### src/rtl/rr_mux_pkg.sv
// Shared definitions for the round-robin mux sequencer and its arbiter.
package rr_mux_pkg;

    localparam int NCH   = 4;
    localparam int SEL_W = 2;

    typedef enum logic [1:0] {
        IDLE   = 2'd0,
        SAMPLE = 2'd1,
        HOLD   = 2'd2
    } state_t;

endpackage

### src/rtl/rr_pick.sv
// Combinational rotating-priority picker: searches last+1, last+2, ... wrapping.
module rr_pick
    import rr_mux_pkg::*;
(
    input  logic [NCH-1:0]   req,
    input  logic [SEL_W-1:0] last,
    output logic [SEL_W-1:0] winner,
    output logic             any
);

    // Scan farthest-first so the nearest requester after last overwrites and wins.
    always_comb begin
        winner = last;
        any    = |req;
        for (int k = NCH; k >= 1; k--) begin
            if (req[last + SEL_W'(k)]) begin
                winner = last + SEL_W'(k);
            end
        end
    end

endmodule

### src/rtl/rr_mux_sequencer.sv
// Round-robin sequencer driving a 4:1 mux select, capturing its output and
// presenting it downstream with valid/ready, tagged with the source channel.
module rr_mux_sequencer
    import rr_mux_pkg::*;
#(
    parameter int DW  = 2,
    parameter int NCH = 4
) (
    input  logic             clk,
    input  logic             rst,
    input  logic [NCH-1:0]   req,
    output logic [NCH-1:0]   gnt,
    output logic [SEL_W-1:0] sel,
    input  logic [DW-1:0]    y_in,
    output logic             out_valid,
    input  logic             out_ready,
    output logic [DW-1:0]    out_data,
    output logic [SEL_W-1:0] out_ch
);

    state_t           state_reg, state_next;
    logic [SEL_W-1:0] sel_reg, sel_next;
    logic [SEL_W-1:0] last_reg, last_next;
    logic             valid_reg, valid_next;
    logic [DW-1:0]    data_reg, data_next;
    logic [SEL_W-1:0] ch_reg, ch_next;

    logic [SEL_W-1:0] winner;
    logic             any_req;

    rr_pick u_pick (
        .req    (req),
        .last   (last_reg),
        .winner (winner),
        .any    (any_req)
    );

    // State and datapath registers; last resets to 3 so channel 0 wins first.
    always_ff @(posedge clk) begin
        if (rst) begin
            state_reg <= IDLE;
            sel_reg   <= '0;
            last_reg  <= SEL_W'(NCH - 1);
            valid_reg <= 1'b0;
            data_reg  <= '0;
            ch_reg    <= '0;
        end else begin
            state_reg <= state_next;
            sel_reg   <= sel_next;
            last_reg  <= last_next;
            valid_reg <= valid_next;
            data_reg  <= data_next;
            ch_reg    <= ch_next;
        end
    end

    // Next-state logic: arbitrate in IDLE/HOLD, capture the mux output in SAMPLE.
    always_comb begin
        state_next = state_reg;
        sel_next   = sel_reg;
        last_next  = last_reg;
        valid_next = valid_reg;
        data_next  = data_reg;
        ch_next    = ch_reg;
        case (state_reg)
            IDLE: begin
                if (any_req) begin
                    sel_next   = winner;
                    state_next = SAMPLE;
                end
            end
            SAMPLE: begin
                data_next  = y_in;
                ch_next    = sel_reg;
                last_next  = sel_reg;
                valid_next = 1'b1;
                state_next = HOLD;
            end
            HOLD: begin
                // Requests are only looked at once the held sample is accepted.
                if (out_ready) begin
                    valid_next = 1'b0;
                    if (any_req) begin
                        sel_next   = winner;
                        state_next = SAMPLE;
                    end else begin
                        state_next = IDLE;
                    end
                end
            end
            default: begin
                state_next = IDLE;
            end
        endcase
    end

    // One-hot grant decoded from state and select only (no path from req).
    generate
        for (genvar gi = 0; gi < NCH; gi++) begin : g_gnt
            assign gnt[gi] = (state_reg == SAMPLE) && (sel_reg == SEL_W'(gi));
        end
    endgenerate

    assign sel       = sel_reg;
    assign out_valid = valid_reg;
    assign out_data  = data_reg;
    assign out_ch    = ch_reg;

endmodule

### config.mk
export PLATFORM = sky130hd
export DESIGN_NAME = rr_mux_sequencer
export DESIGN_NICKNAME = d
export VERILOG_FILES = /design/src/rtl/rr_mux_pkg.sv /design/src/rtl/rr_pick.sv /design/src/rtl/rr_mux_sequencer.sv
export SDC_FILE = /design/constraint.sdc
export NUM_CORES = 1
export LEC_CHECK = 0
export CAP_MARGIN = 20
export CORE_MARGIN = 1.5
export CORE_UTILIZATION = 36
export DETAILED_ROUTE_END_ITERATION = 16
export GPL_TIMING_DRIVEN = 0
export HOLD_SLACK_MARGIN = 0.05
export PLACE_DENSITY = 0.71
export SLEW_MARGIN = 0
export SYNTH_ARGS = -nofsm -noshare
export SYNTH_HDL_FRONTEND = slang
export SYNTH_SLANG_ARGS = --single-unit
### constraint.sdc
create_clock -name clk -period 1.05 [get_ports clk]
set_input_delay 0.315 -clock clk [delete_from_list [all_inputs] [get_ports clk]]
set_output_delay 0.315 -clock clk [all_outputs]
set_load 0.1 [all_outputs]
==> results_dict.tcl <==
set metrics [dict create \
    first_global_vias 504 \
    cts_tree "built" \
    grt_max_degree 11 \
    fmax_mhz 647 \
    die_x_um 40.6 \
    grt_antenna_before_repair 0 \
    rsz0062_at_grt "yes" \
    max-cap-violations 0 \
    tightest_slew_ns 0.313 \
    htree_num_levels 1 \
    cts_root_buf "clkbuf_4" \
    synth_fp_nets 70 \
    clk_pin_slew_ns 0.07 \
    synth_cells 61 \
    groute.usage.overall_pct 20.4 \
    crit_path_end_kind "primary output" \
    ys_seq_area_share_pct 43.2 \
    path_cells "nand2b_4 -> nor3b_4 -> buf_12" \
    synth.yosys.warnings 0 \
    violations "negative setup slack" \
    ctsHoldBuffers 0 \
    arrival_ns 1.23 \
    io_pins 20 \
    status "finished, violations left" \
    synth_area_leaders "dfxtp_1, nand2_1, a21oi_1" \
    hp-class "flip-flop to flip-flop" \
    critical_path.top_delay_family "simple AND/OR/NAND/NOR gates" \
    cp_data_required_time_ns 0.73 \
    start_util_pct 38.7 \
    cts_buffers 3 \
    power.leakage_nw 0.423 \
    synthToLayoutAreaGrowth_pct 105 \
    placementRows 13 \
    layout_commonest_cell "buf_12" \
    drc_errors 0 \
    preCtsSetupSlack_ns -1.42 \
    relSlewSlack_pct 79.1 \
    avgSynthCellArea_um2 8.35 \
    final_cell_mix "buf_12, nand2_1, buf_4" \
    wl_um 1550 \
    numPortBuffers 19 \
    grt_pass1_wl_um 2130 \
    synth_top_area_share_pct 43.2 \
    power.density_nw_per_um2 1480 \
    finalHoldViolCount 0 \
    n_antenna_cell 0 \
    setup_viol 18 \
    vias 568 \
    via_per_inst 5.21 \
    clock-sinks 11 \
    clkLatencyLatePin_ns 0.27 \
    synth_area_leader_cell "dfxtp_1" \
    worst_setup_path_start_kind "flip-flop" \
    syn_area_um2 509 \
    critical_path_peak_fanout 3 \
    cpPeakStageDelay_ns 0.36 \
    die_area_um2 1650 \
    post-dp-hpwl_um 855 \
    fin_crit_ns 1.55 \
    worst_slack_ns -0.497 \
    clk_path_buf_depth 2 \
    ant_nets 0 \
    peakVddDrop_mv 0.744 \
    yosys_register_bits 11 \
    crit_type "flip-flop to primary output" \
    cp.buffers_inverters 1 \
    overflow 0 \
    dr.first_iter.drc_count 9 \
    post-route-period-util_pct 147 \
    fp.dieH_um 40.6 \
    dpl.cell_count 95 \
    setup_tns_ns -3.41 \
    place.gp.congestion 0.684 \
    drtPass1Iterations 4 \
    worst_clock_skew_ns 0.00655 \
    avgRoutedWirePerCell_um 14.2 \
    yosysUniqueCellTypes 25 \
    final-instance-count-excl-fill 109 \
    maxSlewViolCount 0 \
    cp_slowest_cell "dfxtp_4" \
    core-area_um2 1320 \
    layout-drive-gt1-share_pct 54.3 \
    nets 104 \
]
[worst min-delay path, cell delays in order (launching register included)]
cell and delay (ns):
dfxtp_2 0.34, nand2_1 0.05, a21oi_1 0.05
[report_power, final]
group | internal [mW] | total (mW) | switching, mW
Combinational | 0.300 | 0.710 | 0.410
Clock | 0.147 | 0.291 | 0.144
Sequential | 0.465 | 0.540 | 0.0751
[synthesized netlist by cell type]
master	instances
a211oi_1	1
nand2_1	11
a311oi_1	1
buf_6	1
nand2b_1	3
nor3_2	1
nor3b_1	1
nand3_1	1
o32a_1	1
nor2_2	1
a21oi_1	8
mux2i_1	1
o221a_1	1
clkbuf_1	2
nor2b_1	2
o21ai_1	1
dfxtp_1	11
inv_2	1
nand3b_1	1
and3_1	1
nor3_1	1
nor2_1	6
a221oi_2	1
o32ai_1	1
a22oi_1	1
[metrics by stage]
| step | hold slack (ns) | power (mW) | area, µm² | util [%] |
|---|---|---|---|---|
| floorplan | 0.387 | 0.927 | 561 | - |
| global placement | 0.440 | 1.05 | 769 | 58.4 |
| detailed placement | 0.445 | 1.06 | 769 | 58.4 |
| CTS | 0.479 | 1.51 | 1020 | 77.5 |
| global route | 0.487 | 1.60 | 1040 | 79.1 |
| finish | 0.481 | 1.54 | 1040 | 79.1 |
[cell families (layout without fill, tap and decap cells)]
logic type	count (synthesis)	count (layout)	share of synthesized area [%]
simple gates	29	29	28.0
compound gates	16	16	22.4
flops	11	11	43.2
buf+inv	4	37	4.42
mux	1	1	1.97
[routing by layer]
metal / share of wire [%] / up-vias / global-route usage [%] / wire length [µm]
met5: 0 / - / 0 / 0
met4: 1.3 / 0 / 12.5 / 20
met3: 2.7 / 2 / 1.63 / 42
met2: 54 / 22 / 39.7 / 831
met1: 42 / 261 / 20.5 / 657
li1: - / 283 / - / -
[layout make-up]
| cell class | instances | area [µm²] |
|---|---|---|
| inverter | 1 | 3.75 |
| fill | 81 | 275 |
| tap | 15 | 18.8 |
| timing repair buffer | 30 | 384 |
| sequential | 11 | 244 |
| buffer | 2 | 16.3 |
| clock buffer | 4 | 26.3 |
| multi-input combinational | 46 | 349 |
[worst paths after layout]
path,slack [ns],to,from,cells after the start
min,0.48,out_ch[1]$_SDFFE_PP0P_,out_ch[1]$_SDFFE_PP0P_,2
min reg2reg,0.48,out_ch[1]$_SDFFE_PP0P_,out_ch[1]$_SDFFE_PP0P_,2
max reg2reg,-0.30,sel[1]$_SDFFE_PP0P_,state_reg[1]$_SDFFE_PP0P_,5
max,-0.50,gnt[1],state_reg[1]$_SDFFE_PP0P_,3
[repair_timing]
item                                    4_1_cts  5_1_grt
endpoints found under the setup margin       22       18
gates cloned                                  0        0
setup buffers                                 9        3
pin swaps                                     4        2
gates resized for setup                     118        5
Note: power is estimated with default switching activity, not from simulation.
==> RTL change: new RTL, config.mk and constraints unchanged <==
Set the package constant `SEL_W` to 4 (it was 2).
--- a/src/rtl/rr_mux_pkg.sv
+++ b/src/rtl/rr_mux_pkg.sv
@@ -2,7 +2,7 @@
 package rr_mux_pkg;
 
     localparam int NCH   = 4;
-    localparam int SEL_W = 2;
+    localparam int SEL_W = 4;
 
     typedef enum logic [1:0] {
         IDLE   = 2'd0,
Interface: changed (resized out_ch and sel); port bits go from 20 to 24. No check against the original RTL was run, so the function may have changed too.
==> RTL change against the unedited design <==
- the run still ends with setup timing left
- count of clock-buffer cells in the layout shrank 1
- sequential cell count grew 4
- setup slack lost 370 ps
- total power grew 64%
- final area grew 61%
- first-iteration DRC count grew to 3.0 times the old value
- sequential power grew 41%
- final cell count grew 69%
- combinational power grew 99%
- clock skew grew 4.2 ps
- area after synthesis grew 87%
- wire length grew 82%
- critical path depth grew 4
- critical path type is now reg2reg
==> RTL change: results <==
[status]
outcome = "finished with violations"
failed_checks = "setup timing"

[synth]
avgSynthCellArea_um2 = 8.43
synth_common_cells = "21 x nand2_1, 16 x a21oi_1, 15 x dfxtp_1"
yosysSeqAreaShare_pct = 31.5
synth_area_leaders = "dfxtp_1 32%, a21oi_1 8.4%, nand2_1 8.3%, mux4_2 7.1%, ha_1 5.3%"
synth_nets = 126
ys_types = 30

[detailed_routing]
num_vias = 1013
vias_per_cell = 5.51
drt-total-wl_mm = 2.82

[sta]
timing.final.ws_setup_ps = -867
worst_pin_slew_ps = 577
skew_ps = 10.7
setup_violations = 21

[worst_setup_path]
cp_slowest_cell = "mux4_2"
cp.arrival_ps = 2110
critPathTopFamily = "multiplexers"
cpPeakStageDelay_ps = 550
crit_fanout = 5

[global_route]
grt_pass1_wl_mm = 4.11
grtUsageTotal_pct = 19.8
grt_pass1_vias = 903

[placed_design]
gp_congestion = 0.759
place_area_um2 = 1340
hpwlAfterDp_mm = 1.61

[power_and_ir_drop]
ir_drop_mv = 1.16

[cells_and_area]
final_nets = 168
drive_gt1_share_pct = 55.8
nFillCells = 184

[clock_tree]
clock_latency_ps = 300
==> RTL change: changes by cell type in the layout (fill, tap and decap cells not counted), sizes merged, moves of 3 or more <==
cell	before	now
a21oi	8	16
buf	23	35
dfxtp	11	15
dlygate4sd2	5	1
ha	0	4
inv	1	7
mux4	0	4
nand2	11	21
nor2	7	4
o21ai	1	5
xnor2	0	4
==> RTL change: layer usage <==
| layer | part of all wire (%) | track usage (%) | routed length (µm) | up-vias |
|---|---|---|---|---|
| li1 | - | - | - | 481 |
| met1 | 39 | 24.4 | 1090 | 489 |
| met2 | 55 | 32.9 | 1560 | 37 |
| met3 | 4.1 | 5.74 | 117 | 6 |
| met4 | 1.8 | 6.67 | 51 | 0 |
| met5 | 0 | 0 | 0 | - |
==> RTL change: what timing repair did <==
action | in CTS | in global routing
endpoints found under the setup margin | 30 | 20
setup buffers | 11 | 5
pin swaps | 13 | 9
resized for setup | 160 | 16
endpoints found under the hold margin | 0 | 0
==> RTL change: cells by family (layout without fill, tap and decap cells) <==
group	after synthesis	in the layout	share of synthesized area [%]
xor gates and xnor gates	4	4	3.68
adders and majority gates	4	4	5.26
and+or+nand+nor	41	41	20.8
buffers and inverters	13	54	6.44
DFF	15	15	31.5
AOI/OAI and AO/OA	28	28	18.1
muxes	8	8	14.2
==> RTL change: report_power, final <==
part	internal [W]	switching (W)	leakage, nW
Combinational	0.000611	0.000797	0.528
Clock	0.000145	0.000208	0.0139
Sequential	0.000648	0.000116	0.129
Total	0.00140	0.00112	0.671
==> RTL change: path summary, 6_finish.rpt <==
check	start	endpoint	slack (ps)	depth (start not counted)
min reg2reg	out_data[0]$_SDFFE_PP0P_	out_data[0]$_SDFFE_PP0P_	480	2
max	last_reg[1]$_SDFFE_PP1P_	sel[2]$_SDFFE_PP0P_	-870	7
max reg2reg	last_reg[1]$_SDFFE_PP1P_	sel[2]$_SDFFE_PP0P_	-870	7
min	out_data[0]$_SDFFE_PP0P_	out_data[0]$_SDFFE_PP0P_	480	2
==> RTL change: area by class of cell <==
class / count / area [µm²] / area share [%]
Buffer: 5 / 52.6 / 3.13
Tap cell: 30 / 37.5 / 2.23
Inverter: 7 / 31.3 / 1.86
Clock inverter: 1 / 7.51 / 0.446
Multi-Input combinational cell: 85 / 723 / 43.0
Sequential cell: 15 / 329 / 19.6
Timing Repair Buffer: 38 / 478 / 28.4
Clock buffer: 3 / 22.5 / 1.34
==> RTL change: tightest hold or removal path, stage by stage, from the launching register on <==
cell     delay [ps]
dfxtp_2         350
nand2_1          50
a21oi_1          50
